$ cat src/rtl/exu_lsu_reg.sv
// EXU->LSU pipeline register: two-entry (main + skid) buffer.
// Word results are sign-extended and x0 writes dropped at capture.
module exu_lsu_reg #(
  parameter int XLEN = 64
) (
  input  logic            clk,
  input  logic            rst,
  input  logic            flush,
  input  logic            in_valid,
  output logic            in_ready,
  input  logic [XLEN-1:0] in_pc,
  input  logic [31:0]     in_inst,
  input  logic [XLEN-1:0] in_alu_result,
  input  logic            in_inst_32,
  input  logic [4:0]      in_rd_addr,
  input  logic            in_rd_wen,
  input  logic            in_mem_ren,
  input  logic            in_mem_wen,
  input  logic [XLEN-1:0] in_store_data,
  output logic            out_valid,
  input  logic            out_ready,
  output logic [XLEN-1:0] out_pc,
  output logic [31:0]     out_inst,
  output logic [XLEN-1:0] out_result,
  output logic [4:0]      out_rd_addr,
  output logic            out_rd_wen,
  output logic            out_mem_ren,
  output logic            out_mem_wen,
  output logic [XLEN-1:0] out_store_data
);

  typedef struct packed {
    logic [XLEN-1:0] pc;
    logic [31:0]     inst;
    logic [XLEN-1:0] res;
    logic [4:0]      rd;
    logic            rwen;
    logic            ren;
    logic            wen;
    logic [XLEN-1:0] sd;
  } ent_t;

  ent_t main_q, main_d;
  ent_t skid_q, skid_d;
  ent_t cap;
  logic main_v_q, main_v_d;
  logic skid_v_q, skid_v_d;
  logic rdy_q, rdy_d;
  logic in_fire, out_fire;

  assign in_fire  = in_valid & rdy_q;
  assign out_fire = main_v_q & out_ready;

  // Shape the incoming entry: word sign-extension and x0 write suppression
  always_comb begin
    cap      = '0;
    cap.pc   = in_pc;
    cap.inst = in_inst;
    cap.res  = in_inst_32
             ? {{(XLEN-32){in_alu_result[31]}}, in_alu_result[31:0]}
             : in_alu_result;
    cap.rd   = in_rd_addr;
    cap.rwen = in_rd_wen & (in_rd_addr != 5'd0);
    cap.ren  = in_mem_ren;
    cap.wen  = in_mem_wen;
    cap.sd   = in_store_data;
  end

  // Next state: refill main from skid first, then input; overflow to skid
  always_comb begin
    main_d   = main_q;
    skid_d   = skid_q;
    main_v_d = main_v_q;
    skid_v_d = skid_v_q;
    if (!main_v_q || out_fire) begin
      if (skid_v_q) begin
        main_d   = skid_q;
        main_v_d = 1'b1;
        skid_v_d = 1'b0;
      end else if (in_fire) begin
        main_d   = cap;
        main_v_d = 1'b1;
      end else begin
        main_v_d = 1'b0;
      end
    end else if (in_fire) begin
      skid_d   = cap;
      skid_v_d = 1'b1;
    end
    // Flush only kills valid bits; data paths run freely
    if (flush) begin
      main_v_d = 1'b0;
      skid_v_d = 1'b0;
    end
    rdy_d = ~skid_v_d;
  end

  // State registers with synchronous reset taking priority over everything
  always_ff @(posedge clk) begin
    if (rst) begin
      main_q   <= '0;
      skid_q   <= '0;
      main_v_q <= 1'b0;
      skid_v_q <= 1'b0;
      rdy_q    <= 1'b1;
    end else begin
      main_q   <= main_d;
      skid_q   <= skid_d;
      main_v_q <= main_v_d;
      skid_v_q <= skid_v_d;
      rdy_q    <= rdy_d;
    end
  end

  assign in_ready       = rdy_q;
  assign out_valid      = main_v_q;
  assign out_pc         = main_q.pc;
  assign out_inst       = main_q.inst;
  assign out_result     = main_q.res;
  assign out_rd_addr    = main_q.rd;
  assign out_rd_wen     = main_q.rwen;
  assign out_mem_ren    = main_q.ren;
  assign out_mem_wen    = main_q.wen;
  assign out_store_data = main_q.sd;

endmodule

$ cat config.mk
export PLATFORM = sky130hd
export DESIGN_NAME = exu_lsu_reg
export DESIGN_NICKNAME = d
export VERILOG_FILES = /design/src/rtl/exu_lsu_reg.sv
export SDC_FILE = /design/constraint.sdc
export NUM_CORES = 1
export LEC_CHECK = 0
export ABC_AREA = 1
export ABC_CLOCK_PERIOD_IN_PS = 1600
export CORE_ASPECT_RATIO = 1.75
export CORE_UTILIZATION = 43
export CTS_CLUSTER_SIZE = 12
export DETAILED_ROUTE_END_ITERATION = 10
export PLACE_DENSITY = 0.81
export RECOVER_POWER = 25
export SYNTH_ARGS = -nofsm -noshare
export SYNTH_HDL_FRONTEND = slang
export SYNTH_SLANG_ARGS = --single-unit
$ cat constraint.sdc
create_clock -name clk -period 1.6 [get_ports clk]
set_input_delay 0.24 -clock clk [delete_from_list [all_inputs] [get_ports clk]]
set_output_delay 0.24 -clock clk [all_outputs]
set_load 0.01 [all_outputs]
* Word level (Yosys, flattened, before mapping)
Cells that the tools add are included. Widths: inputs -> output; s select.
Cells by class: shift operators 0, equality and inequality tests 0, reduce and logical (&&, ||, !) cells 7, multiply operators 0, mux-type cells 8, bitwise operators 5, add/subtract/negate cells 0, $lt $le $gt $ge 0, div/mod/pow operators 0
Operators by type and width (number):
- $mux 232 | 2
- $mux 64 | 1
- $mux 1 | 5
- $reduce_bool 5->1 | 1
- $reduce_and 2->1 | 2
- $and 1x1->1 | 3
- $not 1->1 | 2
- $reduce_bool 2->1 | 1
- $reduce_or 2->1 | 1
- $logic_not 1->1 | 1
- $logic_or 1x1->1 | 1
Word-level totals: latch bits 0, memories kept 0, logic and storage cells 39, output and inout bits 234, ROM bits 0, register bits 467, memory bits (writable) 0

* Depth between registers and ports, before layout
depth after elaboration 5, depth in mapped cells 8, mapped depth without buffers 7

* Least setup slack after synthesis
OpenSTA, ideal clock, no wires.
kind flip-flop to flip-flop, from register rdy_q (netlist: in_ready), to register main_q (netlist bit out_pc[46]), stages on the path, launching flop included 8, required time 1.484 ns, library setup time 0.116 ns, arrival 1.167 ns, setup slack 0.317 ns, period minus slack after synthesis 1.283 ns, cells stage by stage dfxtp_1 -> nand2_2 -> nand2_1 -> nand2_2 -> buf_2 -> buf_2 -> o21ai_0 -> nor2_1
Between the ends: cells in the longest elaborated chain, start to end 3
RTL lines:
- start, declared | line 48 | logic rdy_q, rdy_d;
- start signal, assigned | line 111 | rdy_q <= rdy_d;
- $and 1x1->1 | line 51 | assign in_fire = in_valid & rdy_q;
- $reduce_bool 2->1 (no source line)
- $reduce_and 2->1 (no source line)
- end signal, assigned | line 107 | main_q <= main_d;
- end, declared | line 43 | ent_t main_q, main_d;
Every way passes these cells. A chain may end at the register's enable or synchronous reset.

* Final worst setup path
from register main_q (netlist bit out_result[50]), to output port out_result[50]
RTL lines:
- end, declared | line 24 | output logic [XLEN-1:0] out_result,
No word-level cell between the ends.

==> results.py <==
metrics = {
    "setup_path": {
        "critPathLaunchType": "register",
        "crit_family": "flip-flops",
        "slowest_delay_ns": 0.42,
        "endpoint_kind": "primary output",
        "cp_cell_sequence": "dlygate4sd2_1",
        "worstSetupPathType": "register to primary output",
        "crit_required_ns": 1.36,
        "critPathArrivalTime_ns": 1.26,
        "cp_max_fo": 2,
        "crit_buf_inv": 1,
        "crit_slowest_cell": "dfxtp_1",
    },
    "pwr": {
        "p_per_area_mw_per_mm2": 1011,
        "clkPwrFrac": 0.388,
        "p_comb_frac": 0.137,
        "seq_power_share": 0.475,
        "intPower_mw": 19.83,
        "ir_drop_mv": 0.8600,
        "power_switching_mw": 6.672,
        "switching_share": 0.2518,
        "p_leak_nw": 12.80,
    },
    "placement": {
        "post_dp_cell_area_mm2": 0.02521,
        "dp_cells": 3843,
        "io_buffer_count": 471,
        "hpwl_um": 41380,
        "routabilityCongestion": 0.8839,
    },
    "clock_network": {
        "cts_setup_buffers": 0,
        "cts.sinks": 467,
        "clock_latency_ns": 0.56,
        "cts_tree": "yes",
        "cts_hold_buf": 0,
        "clk_pin_slew_ns": 0.06,
        "cts-buffers-inserted": 46,
        "htreeDepth": 2,
        "cts_buffer_depth": 3,
        "clockRootBuffer": "clkbuf_16",
    },
    "global_route": {
        "gr-total-overflow": 0,
        "grt_max_degree": 75,
        "grt_antenna_before_repair": 11,
        "grt_pass1_vias": 18247,
        "grt_pass1_wl_um": 93790,
        "grt.total_usage": 0.2554,
    },
    "final_layout": {
        "final_util": 0.5917,
        "fin_nets": 3557,
        "layout-drive-gt1-share": 0.05281,
        "stdcell_count": 3915,
        "post-route-cell-area_mm2": 0.02621,
        "areaGrowthSynthToFinish_pct": 35.59,
    },
    "yosys": {
        "synth.largest_area_cell": "dfxtp_1",
        "synth-edff-count": 0,
        "ys_seq_area_frac": 0.4837,
        "synth_most_common_cell": "nor2_1",
        "synth_area_per_cell_um2": 6.669,
        "synth_area_mm2": 0.01933,
        "synth_ff_type": "dfxtp_1",
        "synthArstFlopShare": 0,
        "syn-num-nets": 3136,
        "ys_seq_elements": 467,
        "yosysTopAreaCellShare": 0.4837,
        "ys_warn_count": 0,
        "yosysUniqueCellTypes": 17,
        "synth.area.top_cells": "dfxtp_1 48%, nor2_1 17%, nand2_1 15%",
        "synth_common_cells": "894 x nor2_1, 759 x nand2_1, 467 x dfxtp_1, 387 x o21ai_0, 105 x buf_2",
        "syn_inst": 2898,
    },
    "timing": {
        "slew_viol_final": 0,
        "max_slew_margin": 0.7826,
        "finClkSkew_ns": 0.01299,
        "final_hold_viol_count": 0,
        "setup_viol_count_final": 0,
        "timing.fmax_mhz": 665.0,
        "worst_slew_pin_slew_ns": 0.3261,
        "finalCritPeriodShare": 0.9399,
        "rsz0062_at_grt": "no",
        "period_needed_ns": 1.504,
    },
    "min_path": {
        "min_path_type": "primary input to register",
    },
    "route": {
        "wl_per_cell_um": 15.40,
        "dr_total_vias": 19615,
        "firstDrtPassIters": 5,
        "viasPerCell": 5.010,
        "drc_errors": 0,
        "drtIter0Drc": 1551,
        "routed_wl_um": 60300,
        "ant_nets": 0,
    },
    "die": {
        "rows": 102,
        "io_pins": 472,
        "die_w_um": 162.3,
        "start_util": 0.4364,
        "die_height_um": 282.5,
        "die_area_mm2": 0.04583,
        "fp.coreArea_mm2": 0.04429,
    },
    "outcome": {
        "outcome": "completed",
    },
    "run": {
        "drv_cap": 0,
    },
}
-- registers in the layout, indices dropped and copies added (netlist names) --
register        cells
skid_q            232
out_pc             64
out_result         64
out_store_data     64
out_inst           32
out_rd_addr         5
in_ready            1
out_mem_ren         1
out_mem_wen         1
out_rd_wen          1
out_valid           1
skid_v_q            1
-- power by group through the flow --
stage	Sequential, mW	Combinational (mW)	Clock (mW)
5_1_grt	12.6	4.00	10.9
2_1_floorplan	13.0	1.46	0
3_3_place_gp	12.8	3.90	0
6_report	12.6	3.63	10.3
4_1_cts	12.6	3.66	10.5
3_5_place_dp	12.8	3.96	0
-- stage by stage --
stage                     total power, mW  setup TNS (ns)  hold slack, ns  worst slack [ns]
after floorplan                     14.45               0          0.3749            0.3175
after global placement              16.74          -71.92          0.4608           -0.2437
after detailed placement            16.81          -79.67          0.4710           -0.2642
after CTS                           26.72               0          0.2012           0.05944
after global routing                27.57               0          0.2232          0.009358
final                               26.50               0          0.2398           0.09613
-- placed cells by master, fill, tap and decap left out, types with 2 or more instances in the layout --
cell type	n
nand3_1	2
clkbuf_16	49
nor2_1	894
clkinv_2	2
clkbuf_1	12
inv_6	2
diode_2	10
a21oi_1	52
clkbuf_8	2
o21ai_0	388
o21ai_1	61
buf_4	59
dfxtp_1	464
dfxtp_2	2
bufinv_16	2
inv_1	54
clkdlybuf4s50_1	237
nand2_1	758
buf_12	39
nand2_2	3
clkbuf_2	5
dlygate4sd2_1	234
buf_6	4
-- cell families (layout without fill, tap and decap cells) --
logic type / Yosys count / after routing / synth area share
buf+inv: 270 / 705 / 0.06299
simple gates: 1659 / 1659 / 0.3231
flops: 467 / 467 / 0.4838
other cells: 0 / 10 / 0
compound gates: 502 / 502 / 0.1301
-- layout make-up --
cell class,count,area [um^2]
fillers,4084,18080
repair buffers,584,5742
well taps,572,715.7
multi-input cells,2161,8776
flip-flops and latches,467,9355
diodes,10,25.02
clock inverters,4,70.07
inverters,59,241.5
clock buffers,58,1280
-- metal layers --
layer	global-route usage	share of wire	vias to the layer above
met2	0.4531	0.50	707
met3	0.03827	0.057	191
met5	0	0	-
met1	0.2833	0.38	8864
li1	-	-	9853
met4	0.1611	0.060	0
-- final timing paths --
kind / from / end / slack (ns) / cells after the start
worst max-delay path: out_result[50] / out_result[50] / 0.1 / 1
worst min-delay path: in_pc[46] / skid_q[214] / 0.24 / 3
worst max register to register: skid_v_q / out_pc[62] / 0.1 / 5
worst min register to register: out_inst[29] / out_inst[29] / 0.47 / 2
-- repair_timing --
action                     CTS  global route
hold endpoints to repair     0             0
setup endpoints to repair  234            26
gates resized for setup    236             1
Note: power is estimated with default switching activity, not from simulation.
